File: src/rtl/scsi_fifo_ctrl_if.sv
// Handshake bundle between the SCSI transfer engine (master) and the
// DMA FIFO pointer/flag/flush controller (slave).
interface scsi_fifo_ctrl_if #(
    parameter int DEPTH_LOG2 = 3
);
    // Engine -> controller strobes and controls
    logic                  INCBO;
    logic                  INCNI;
    logic                  INCNO;
    logic                  DMADIR;
    logic                  FIFO_CLR;
    logic                  FLUSH;

    // Controller -> engine pointers and flags
    logic [DEPTH_LOG2-1:0] NI;
    logic [DEPTH_LOG2-1:0] NO;
    logic [1:0]            BO;
    logic                  BOEQ3;
    logic                  FIFOFULL;
    logic                  FIFOEMPTY;
    logic [DEPTH_LOG2:0]   CNT;
    logic                  FLUSH_BUSY;
    logic                  FLUSH_DONE;
    logic                  OVF;
    logic                  UNF;

    modport master (
        output INCBO, INCNI, INCNO, DMADIR, FIFO_CLR, FLUSH,
        input  NI, NO, BO, BOEQ3, FIFOFULL, FIFOEMPTY, CNT,
               FLUSH_BUSY, FLUSH_DONE, OVF, UNF
    );

    modport slave (
        input  INCBO, INCNI, INCNO, DMADIR, FIFO_CLR, FLUSH,
        output NI, NO, BO, BOEQ3, FIFOFULL, FIFOEMPTY, CNT,
               FLUSH_BUSY, FLUSH_DONE, OVF, UNF
    );
endinterface

File: src/rtl/scsi_fifo_ctrl.sv
// Pointer, flag and flush controller for the longword DMA FIFO between the
// SCSI transfer state machine and the host bus. Tracks next-in/next-out
// longword indices, the byte-lane pointer, occupancy, sticky over/underflow,
// and sequences end-of-transfer flushes (commit partial longword when
// SCSI->FIFO, discard residue when FIFO->SCSI).
module scsi_fifo_ctrl #(
    parameter int DEPTH_LOG2 = 3
) (
    input  logic             CLK,
    input  logic             RESET,
    scsi_fifo_ctrl_if.slave  bus
);

    localparam logic [DEPTH_LOG2:0] FULL_CNT = {1'b1, {DEPTH_LOG2{1'b0}}};

    typedef enum logic [1:0] {
        ST_IDLE,
        ST_WAIT_SPACE,
        ST_COMMIT,
        ST_DONE
    } state_e;

    state_e                state_q;
    logic                  done_q;
    logic [DEPTH_LOG2-1:0] ni_q, ni_d;
    logic [DEPTH_LOG2-1:0] no_q, no_d;
    logic [1:0]            bo_q, bo_d;
    logic [DEPTH_LOG2:0]   cnt_q, cnt_d;
    logic                  ovf_q, ovf_d;
    logic                  unf_q, unf_d;
    logic                  dir_q;

    logic full, empty;
    logic clr;
    logic commit;
    logic ni_req, ni_eff, no_eff;
    logic discard;
    logic bo_hold;

    assign full   = (cnt_q == FULL_CNT);
    assign empty  = (cnt_q == '0);
    assign clr    = RESET || bus.FIFO_CLR;
    assign commit = (state_q == ST_COMMIT);

    // The flush commit is an INCNI in its own right; OR-ing it with the
    // external strobe makes a coincident pair count as a single longword.
    assign ni_req  = bus.INCNI || commit;
    // A full FIFO still accepts a write when a read frees a slot this cycle.
    assign ni_eff  = ni_req && (!full || bus.INCNO);
    assign no_eff  = bus.INCNO && !empty;
    // FIFO->SCSI flush with bytes pending: the partial longword is dropped.
    assign discard = (state_q == ST_IDLE) && bus.FLUSH && (bo_q != 2'd0) && !bus.DMADIR;
    // The byte lane is frozen while a commit is pending or in progress.
    assign bo_hold = (state_q == ST_WAIT_SPACE) || commit;

    // Next-state for pointers, occupancy and sticky error flags
    // NOTE: every always_comb output gets a default first so no path can leave it unassigned and infer a latch.
    always_comb begin
        ni_d  = ni_q;
        no_d  = no_q;
        bo_d  = bo_q;
        cnt_d = cnt_q;
        ovf_d = ovf_q;
        unf_d = unf_q;

        if (ni_eff) ni_d = ni_q + DEPTH_LOG2'(1);
        if (no_eff) no_d = no_q + DEPTH_LOG2'(1);

        if (ni_eff && !no_eff)      cnt_d = cnt_q + 1'b1;
        else if (no_eff && !ni_eff) cnt_d = cnt_q - 1'b1;

        if (ni_req && full && !bus.INCNO) ovf_d = 1'b1;
        if (bus.INCNO && empty)           unf_d = 1'b1;

        if (bus.DMADIR != dir_q || commit || discard) bo_d = 2'd0;
        else if (bus.INCBO && !bo_hold)               bo_d = bo_q + 2'd1;
    end

    // Datapath registers; FIFO_CLR acts exactly like reset
    // NOTE: sequential state uses non-blocking assignments so every register samples pre-edge values.
    always_ff @(posedge CLK) begin
        // NOTE: reset is synchronous here, so it is simply the highest-priority branch of the clocked block.
        if (clr) begin
            ni_q  <= '0;
            no_q  <= '0;
            bo_q  <= 2'd0;
            cnt_q <= '0;
            ovf_q <= 1'b0;
            unf_q <= 1'b0;
            // Track the live direction so leaving clear does not look like a flip.
            dir_q <= bus.DMADIR;
        end else begin
            ni_q  <= ni_d;
            no_q  <= no_d;
            bo_q  <= bo_d;
            cnt_q <= cnt_d;
            ovf_q <= ovf_d;
            unf_q <= unf_d;
            dir_q <= bus.DMADIR;
        end
    end

    // Flush sequencer with registered one-cycle FLUSH_DONE (high while in DONE)
    always_ff @(posedge CLK) begin
        if (clr) begin
            state_q <= ST_IDLE;
            done_q  <= 1'b0;
        end else begin
            done_q <= 1'b0;
            case (state_q)
                ST_IDLE: begin
                    if (bus.FLUSH) begin
                        if (bo_q != 2'd0 && bus.DMADIR) begin
                            state_q <= full ? ST_WAIT_SPACE : ST_COMMIT;
                        end else begin
                            state_q <= ST_DONE;
                            done_q  <= 1'b1;
                        end
                    end
                end
                ST_WAIT_SPACE: begin
                    if (!full) state_q <= ST_COMMIT;
                end
                ST_COMMIT: begin
                    state_q <= ST_DONE;
                    done_q  <= 1'b1;
                end
                ST_DONE: begin
                    state_q <= ST_IDLE;
                end
                default: begin
                    state_q <= ST_IDLE;
                end
            endcase
        end
    end

    assign bus.NI         = ni_q;
    assign bus.NO         = no_q;
    assign bus.BO         = bo_q;
    assign bus.CNT        = cnt_q;
    assign bus.OVF        = ovf_q;
    assign bus.UNF        = unf_q;
    assign bus.BOEQ3      = (bo_q == 2'd3);
    assign bus.FIFOFULL   = full;
    assign bus.FIFOEMPTY  = empty;
    assign bus.FLUSH_BUSY = (state_q != ST_IDLE);
    assign bus.FLUSH_DONE = done_q;

endmodule
File: src/flat_wrapper.sv
// flat-port wrapper written by rule: the top's interface ports become plain ports
module scsi_fifo_ctrl_flat 
#(
    parameter int DEPTH_LOG2 = 3
)
  (CLK, RESET, bus_INCBO, bus_INCNI, bus_INCNO, bus_DMADIR, bus_FIFO_CLR, bus_FLUSH, bus_NI, bus_NO, bus_BO, bus_BOEQ3, bus_FIFOFULL, bus_FIFOEMPTY, bus_CNT, bus_FLUSH_BUSY, bus_FLUSH_DONE, bus_OVF, bus_UNF);
  scsi_fifo_ctrl_if #(.DEPTH_LOG2(DEPTH_LOG2)) bus_i ();
  input  logic CLK;
  input  logic RESET;
  input wire logic [$bits(bus_i.INCBO)-1:0] bus_INCBO;
  input wire logic [$bits(bus_i.INCNI)-1:0] bus_INCNI;
  input wire logic [$bits(bus_i.INCNO)-1:0] bus_INCNO;
  input wire logic [$bits(bus_i.DMADIR)-1:0] bus_DMADIR;
  input wire logic [$bits(bus_i.FIFO_CLR)-1:0] bus_FIFO_CLR;
  input wire logic [$bits(bus_i.FLUSH)-1:0] bus_FLUSH;
  output wire logic [$bits(bus_i.NI)-1:0] bus_NI;
  output wire logic [$bits(bus_i.NO)-1:0] bus_NO;
  output wire logic [$bits(bus_i.BO)-1:0] bus_BO;
  output wire logic [$bits(bus_i.BOEQ3)-1:0] bus_BOEQ3;
  output wire logic [$bits(bus_i.FIFOFULL)-1:0] bus_FIFOFULL;
  output wire logic [$bits(bus_i.FIFOEMPTY)-1:0] bus_FIFOEMPTY;
  output wire logic [$bits(bus_i.CNT)-1:0] bus_CNT;
  output wire logic [$bits(bus_i.FLUSH_BUSY)-1:0] bus_FLUSH_BUSY;
  output wire logic [$bits(bus_i.FLUSH_DONE)-1:0] bus_FLUSH_DONE;
  output wire logic [$bits(bus_i.OVF)-1:0] bus_OVF;
  output wire logic [$bits(bus_i.UNF)-1:0] bus_UNF;
  assign bus_i.INCBO = bus_INCBO;
  assign bus_i.INCNI = bus_INCNI;
  assign bus_i.INCNO = bus_INCNO;
  assign bus_i.DMADIR = bus_DMADIR;
  assign bus_i.FIFO_CLR = bus_FIFO_CLR;
  assign bus_i.FLUSH = bus_FLUSH;
  assign bus_NI = bus_i.NI;
  assign bus_NO = bus_i.NO;
  assign bus_BO = bus_i.BO;
  assign bus_BOEQ3 = bus_i.BOEQ3;
  assign bus_FIFOFULL = bus_i.FIFOFULL;
  assign bus_FIFOEMPTY = bus_i.FIFOEMPTY;
  assign bus_CNT = bus_i.CNT;
  assign bus_FLUSH_BUSY = bus_i.FLUSH_BUSY;
  assign bus_FLUSH_DONE = bus_i.FLUSH_DONE;
  assign bus_OVF = bus_i.OVF;
  assign bus_UNF = bus_i.UNF;
  scsi_fifo_ctrl #(.DEPTH_LOG2(DEPTH_LOG2)) u_core (.CLK(CLK), .RESET(RESET), .bus(bus_i));
endmodule
File: config.mk
export PLATFORM = sky130hd
export DESIGN_NAME = scsi_fifo_ctrl_flat
export DESIGN_NICKNAME = d
export VERILOG_FILES = /design/src/rtl/scsi_fifo_ctrl_if.sv /design/src/rtl/scsi_fifo_ctrl.sv /design/src/flat_wrapper.sv
export SDC_FILE = /design/constraint.sdc
export NUM_CORES = 1
export LEC_CHECK = 0
export ABC_CLOCK_PERIOD_IN_PS = 3300
export BUFFER_PORTS_ARGS = -buffer_cell sky130_fd_sc_hd__buf_2
export CAP_MARGIN = 5
export CORE_MARGIN = 2
export CORE_UTILIZATION = 30
export DETAILED_ROUTE_END_ITERATION = 7
export PLACE_DENSITY = 0.58
export SLEW_MARGIN = 5
export SYNTH_ARGS = -nofsm -noshare
export SYNTH_HDL_FRONTEND = slang
export SYNTH_SLANG_ARGS = --single-unit
File: constraint.sdc
create_clock -name CLK -period 3.3 [get_ports CLK]
set_clock_uncertainty 0.1 [all_clocks]
set_input_delay 0 -clock CLK [delete_from_list [all_inputs] [get_ports CLK]]
set_output_delay 0 -clock CLK [all_outputs]
set_load 0.01 [all_outputs]
==> flow_metrics.env, run 1 <==
export IMPL_reg2regPathDepth=10
export IMPL_placed_cell_area_mm2=0.00116
export IMPL_vias_per_cell=4.63
export IMPL_grt_antenna_before_repair=0
export IMPL_grt_overflow_total=0
export IMPL_numCtsBuffers=3
export IMPL_clk_pin_slew_ps=110
export IMPL_switching_power_uw=214
export IMPL_cp_required_ps=3390
export IMPL_syn_area_um2=1000
export IMPL_synth_fp_nets=134
export IMPL_drive_above_1_share_pct=24.3
export IMPL_area_growth_pct=25.0
export IMPL_synth_top_cell_area_share_pct=36.0
export IMPL_wl_met2_um=919
export IMPL_start_kind="flip-flop"
export IMPL_regToRegSetupSlack_ps=510
export IMPL_io_pins=27
export IMPL_setup_viol=0
export IMPL_instances_no_fill=188
export IMPL_p_comb_share_pct=36.0
export IMPL_switching_share_pct=34.8
export IMPL_die_x_um=61.7
export IMPL_highest_layer="met3"
export IMPL_io_buffers=26
export IMPL_netlist_top_cells_count="nor2_1 (21), dfxtp_1 (18), ha_1 (11), inv_1 (8), a21oi_1 (6)"
export IMPL_postSynthCellCount=114
export IMPL_place_inst=179
export IMPL_async_reset_ff_share_pct=0
export IMPL_critPathKind="flip-flop to flip-flop"
export IMPL_report_final_slew_viol_count=0
export IMPL_tightestPinTransition_ps=439
export IMPL_end_kind="flip-flop"
export IMPL_ys_flop_type="dfxtp_1"
export IMPL_cts_tree="built"
export IMPL_cap_viol_max_count=0
export IMPL_initial_core_util_pct=32.2
export IMPL_vias=870
export IMPL_dp_slack_ps=511
export IMPL_intPower_uw=401
export IMPL_worst_hold_slack_ps=12.7
export IMPL_core_mm2=0.00310
export IMPL_cts_sinks=18
export IMPL_grt_pass1_wl_um=3260
export IMPL_max_freq_mhz=358
export IMPL_grt_pass1_vias=782
export IMPL_crit_start="u_core.bus.CNT[0]"
export IMPL_drt_iter0_drc=16
export IMPL_insertion_delay_ps=290
export IMPL_dp_hpwl_um=1570
export IMPL_crit_fanout=6
export IMPL_power_frac_seq_pct=41.7
export IMPL_hold_path_class="primary input to flip-flop"
export IMPL_ir_drop_mv=0.179
export IMPL_dieArea_mm2=0.00381
export IMPL_wl_met3_um=138
export IMPL_max_slew_margin_pct=70.5
export IMPL_grt_total_usage_pct=11.4
export IMPL_ys_warn_count=0
export IMPL_yosysSeqAreaShare_pct=36.0
export IMPL_period_share_pct=84.7
export IMPL_diodes=0
export IMPL_tns_ps=0
export IMPL_drc=0
export IMPL_avgRoutedWirePerCell_um=10.6
export IMPL_p_clk_share_pct=22.3
export IMPL_synth_edff_count=0
export IMPL_setup_ws_ps=506
export IMPL_met1Wirelength_um=938
export IMPL_finalHoldViolations=0
export IMPL_critPathArrivalTime_ps=2890
export IMPL_yosysMostFrequentCell="nor2_1"
export IMPL_nNetsFinal=165
export IMPL_stdcell_area_mm2=0.00125
export IMPL_reg2reg_from="u_core.bus.CNT[0]"
export IMPL_worstSetupEndpoint="u_core.bus.CNT[3]"
export IMPL_ctsLongestPathBuffers=2
export IMPL_syn_avg_cell_area_um2=8.77
export IMPL_p_per_area_mw_per_mm2=492
export IMPL_rows=20
export IMPL_h_tree_depth=1
export IMPL_first_pass_iters=4
export IMPL_rr_endpoint="u_core.bus.CNT[3]"
export IMPL_clockRootBuffer="clkbuf_4"
export IMPL_die_h_um=61.7
export IMPL_drtAntennaViolNets=0
export IMPL_yosysUniqueCellTypes=34
export IMPL_synth_area_leaders="dfxtp_1 (36%), ha_1 (14%), nor2_1 (7.9%), xor2_1 (3.5%), a21oi_1 (3.0%)"
export IMPL_fill_cells=344
export IMPL_rsz0062_at_grt="no"
export IMPL_outcome="complete, no violations"
export IMPL_grt_max_degree=18
export IMPL_routed_wl_um=2000
export IMPL_synth_seq_cells=18
export IMPL_cts_resized=0
export IMPL_fin_crit_ps=2790
export IMPL_finalWeightedCongestion=0.751
export IMPL_p_leak_uw=0.000584
export IMPL_yosysTopAreaCell="dfxtp_1"
-- per-stage QoR --
stage | power [uW] | util (%)
floorplan | 423 | -
detailed placement | 481 | 37.5
global placement | 474 | 37.5
global route | 665 | 40.3
CTS | 625 | 40.3
finish | 615 | 40.3
-- kinds of logic after synthesis --
group	Yosys count	share of synthesized area (%)
fa+ha+maj	12	15.8
simple gates	40	19.3
xor+xnor	6	5.26
mux	2	2.00
flops	18	36.0
buf+inv	14	5.63
compound gates	22	16.0
-- area by class of cell --
| class | instances | area [um^2] | share of cell area [%] |
|---|---|---|---|
| flip-flops and latches | 18 | 360 | 28.8 |
| clock buffers | 4 | 36.3 | 2.90 |
| multi-input cells | 82 | 583 | 46.6 |
| repair buffers | 31 | 180 | 14.4 |
| inverters | 9 | 35.0 | 2.80 |
| well taps | 44 | 55.1 | 4.40 |
-- layout by cell type, fill, tap and decap left out --
cell           netlist  final
ha_1                11     11
nor2_1              21     21
o221ai_2             1      1
o211ai_1             1      1
or2_2                1      1
dlygate4sd3_1        0      5
dfxtp_1             18     18
o22ai_4              1      1
nand3_1              3      3
buf_2                2     26
a21oi_1              6      6
nor3_1               1      1
nor4_1               3      3
nor2b_1              1      1
and2b_1              1      1
or3_1                1      1
xnor2_1              2      2
a211o_1              2      2
and3b_1              1      1
mux2i_1              2      2
a31oi_1              2      2
xor2_1               4      4
nand2_1              3      3
a31o_2               1      1
o21ai_0              5      5
fa_1                 1      1
o31ai_1              1      1
a211oi_1             1      1
clkbuf_4             0      3
a32oi_1              1      1
clkbuf_8             0      1
inv_1                8      8
or4b_1               1      1
and2_1               1      1
nand2b_1             2      2
clkinv_2             1      1
-- metal layers --
layer	GRT usage, %	up-vias
li1	-	451
met1	13.9	394
met2	19.8	25
met3	4.55	0
met4	0.912	0
met5	0	-
-- critical path, stage by stage, from the launching register on --
cell      delay [ps]
dfxtp_1          390
or4b_1           700
o22ai_4          200
inv_1             70
ha_1             190
inv_1            130
ha_1             290
a21oi_1          190
a211o_1          170
a211oi_1          60
a31o_2           220
-- worst min-delay path by stage --
| stage | from | endpoint | slack [ps] | depth (start not counted) |
|---|---|---|---|---|
| 2_1_floorplan | bus_DMADIR | u_core.dir_q | -70 | 0 |
| 3_3_place_gp | bus_DMADIR | u_core.dir_q | 60 | 1 |
| 3_5_place_dp | bus_DMADIR | u_core.dir_q | 70 | 1 |
| 4_1_cts | bus_INCNI | u_core.bus.NI[1] | 10 | 3 |
| 5_1_grt | bus_INCNI | u_core.bus.NI[1] | 40 | 3 |
| 6_report | bus_INCNI | u_core.bus.NI[1] | 10 | 3 |
-- power groups by stage --
stage | Combinational, uW | Clock (uW) | Sequential, uW
floorplan | 158 | 0 | 265
global placement | 214 | 0 | 260
detailed placement | 219 | 0 | 262
CTS | 224 | 144 | 257
global route | 252 | 153 | 260
finish | 222 | 137 | 256
-- flip-flops by register name, indices dropped and copies added, names as in the netlist --
name                   flops
u_core.bus.NI              3
u_core.bus.OVF             1
u_core.bus.NO              3
u_core.bus.CNT             4
u_core.bus.FLUSH_DONE      1
u_core.bus.BO              2
u_core.state_q             2
u_core.dir_q               1
u_core.bus.UNF             1
-- repair_timing --
| item | 4_1_cts | 5_1_grt |
|---|---|---|
| hold endpoints to repair | 5 | 0 |
| hold buffers | 5 | 0 |
| buffers inserted | 0 | 0 |
No activity file was read; power rests on OpenSTA's default activity.
==> inputs of run 2 (changes only) <==
--- a/config.mk
+++ b/config.mk
@@ -5,7 +5,7 @@
 export SDC_FILE = /design/constraint.sdc
 export NUM_CORES = 1
 export LEC_CHECK = 0
-export ABC_CLOCK_PERIOD_IN_PS = 3300
+export ABC_CLOCK_PERIOD_IN_PS = 2900
 export BUFFER_PORTS_ARGS = -buffer_cell sky130_fd_sc_hd__buf_2
 export CAP_MARGIN = 5
 export CORE_MARGIN = 2
==> constraint.sdc (replaced) <==
create_clock -name CLK -period 2.9 [get_ports CLK]
set_clock_uncertainty 0.1 [all_clocks]
set_input_delay 0 -clock CLK [delete_from_list [all_inputs] [get_ports CLK]]
set_output_delay 0 -clock CLK [all_outputs]
set_load 0.01 [all_outputs]
==> run 2 against run 1 <==
  * Sequential power up 14%
  * Utilization up 0.24 points
  * Register-to-register slack worse by 270 ps
  * Combinational power up 17%
  * Sequential cell count unchanged
  * Hold slack better by 4.6 ps
  * Wire length up 5.4%
  * Cell count up 0.53%
  * Critical endpoint unchanged
==> flow_metrics.env, run 2 (synthesis results as in run 1) <==
export IMPL_outcome="complete, no violations"
export IMPL_hold_path_class="primary input to flip-flop"
export IMPL_fin_crit_ps=2660
export IMPL_ctsHoldBuffers=5
export IMPL_clk_pin_slew_ps=110
export IMPL_die_x_um=61.7
export IMPL_switching_share_pct=35.1
export IMPL_path_buf_inv=2
export IMPL_report_final_slew_viol_count=0
export IMPL_final_common_cell="buf_2"
export IMPL_dieArea_mm2=0.00381
export IMPL_crit_start="u_core.bus.CNT[0]"
export IMPL_grt_total_usage_pct=12.7
export IMPL_ctsLongestPathBuffers=2
export IMPL_cp_depth=10
export IMPL_dp_slack_ps=243
export IMPL_intPower_uw=459
export IMPL_drt_iter0_drc=37
export IMPL_h_tree_depth=1
export IMPL_routed_wl_um=2100
export IMPL_switching_power_uw=248
export IMPL_p_leak_uw=0.000588
export IMPL_postCtsSetupRepairBufs=0
export IMPL_cts_resized=0
export IMPL_p_comb_share_pct=36.6
export IMPL_core_mm2=0.00310
export IMPL_p_per_area_mw_per_mm2=563
export IMPL_cts_tree="built"
export IMPL_ir_drop_mv=0.185
export IMPL_io_buffers=26
export IMPL_largest_reg_flops=4
export IMPL_avgRoutedWirePerCell_um=11.1
export IMPL_worstSetupEndpoint="u_core.bus.CNT[3]"
export IMPL_tns_ps=0
export IMPL_nNetsFinal=166
export IMPL_cp_slowest_cell="or4b_1"
export IMPL_reg2reg_from="u_core.bus.CNT[0]"
export IMPL_grt_max_degree=18
export IMPL_diodes=0
export IMPL_regToRegSetupSlack_ps=240
export IMPL_vias=903
export IMPL_critPathKind="flip-flop to flip-flop"
export IMPL_path_delay_family="compound AO/OA/AOI/OAI gates"
export IMPL_tightestPinTransition_ps=471
export IMPL_grt_overflow_total=0
export IMPL_grt_pass1_wl_um=3640
export IMPL_first_pass_iters=4
export IMPL_max_slew_margin_pct=68.3
export IMPL_finalHoldViolations=0
export IMPL_io_pins=27
export IMPL_cp_cell_sequence="or4b_1 > o22ai_4 > inv_1 > ha_1 > inv_1 > ha_1 > a21oi_1 > a211o_1 > a211oi_1 > a31o_2"
export IMPL_rows=20
export IMPL_max_stage_delay_ps=610
export IMPL_setup_ws_ps=236
export IMPL_max_freq_mhz=375
export IMPL_numCtsBuffers=3
export IMPL_rr_endpoint="u_core.bus.CNT[3]"
export IMPL_grt_pass1_vias=879
export IMPL_drtAntennaViolNets=0
export IMPL_rsz0062_at_grt="no"
export IMPL_critPathArrivalTime_ps=2760
export IMPL_initial_core_util_pct=32.2
export IMPL_area_growth_pct=25.8
export IMPL_layout_common_cells="buf_2 (26), nor2_1 (21), dfxtp_1 (18)"
export IMPL_drc=0
export IMPL_finalWeightedCongestion=0.794
export IMPL_holdPathStages=5
export IMPL_end_kind="flip-flop"
export IMPL_cp_required_ps=2990
export IMPL_start_kind="flip-flop"
export IMPL_power_uw=707
export IMPL_cap_viol_max_count=0
export IMPL_setup_viol=0
export IMPL_crit_fanout=6
export IMPL_die_h_um=61.7
export IMPL_period_share_pct=91.9
export IMPL_grt_antenna_before_repair=0
export IMPL_power_frac_seq_pct=41.2
export IMPL_insertion_delay_ps=290
export IMPL_reg2regPathDepth=10
export IMPL_dp_hpwl_um=1590
export IMPL_drive_above_1_share_pct=24.8
export IMPL_p_clk_share_pct=22.2
export IMPL_vias_per_cell=4.78
export IMPL_clockRootBuffer="clkbuf_4"
export IMPL_cts_sinks=18
[run 2: cell types whose count changed in the layout (fill, tap and decap cells not counted), sizes merged]
cell  change
buf       +1
[run 2: tightest hold or removal path, delay by kind of cell]
| family | cells | cell delay (ps) |
|---|---|---|
| and+or+nand+nor | 4 | 250 |
| buffers and inverters | 1 | 130 |
[run 2: power by group through the flow]
| stage | registers, uW | logic [uW] | clock network (uW) |
|---|---|---|---|
| floorplan | 301 | 180 | 0 |
| global placement | 297 | 247 | 0 |
| detailed placement | 297 | 252 | 0 |
| CTS | 291 | 259 | 163 |
| global route | 295 | 296 | 172 |
| finish | 291 | 259 | 157 |
[run 2: final cells by class]
cell class | count | area [um^2]
clock buffer | 4 | 36.3
fill | 338 | 1850
inverter | 9 | 35.0
multi-input combinational | 82 | 583
sequential | 18 | 360
tap | 44 | 55.1
timing repair buffer | 32 | 188
[run 2: worst min path at each step]
stage,slack [ps],from,endpoint
after CTS,8,bus_INCNI,u_core.bus.OVF
after floorplan,-70,bus_DMADIR,u_core.dir_q
after detailed placement,70,bus_DMADIR,u_core.dir_q
after global placement,60,bus_DMADIR,u_core.dir_q
after global routing,60,bus_INCNI,u_core.bus.NI[1]
final,20,bus_INCNI,u_core.bus.OVF
[run 2: metal layers]
layer | global-route usage (%) | vias to the layer above | wire [um]
li1 | - | 451 | -
met1 | 15.5 | 419 | 978
met2 | 21.4 | 29 | 976
met3 | 4.55 | 4 | 128
met4 | 3.04 | 0 | 19
met5 | 0 | - | 0
[run 2: through the flow]
step	area [um^2]	hold WS (ps)	util, %	std cells
after floorplan	1000	-72.3	-	114
after global placement	1170	59.8	37.7	180
after detailed placement	1170	65.7	37.7	180
after CTS	1260	8.21	40.5	189
after global routing	1260	55.8	40.5	189
final	1260	17.3	40.5	189
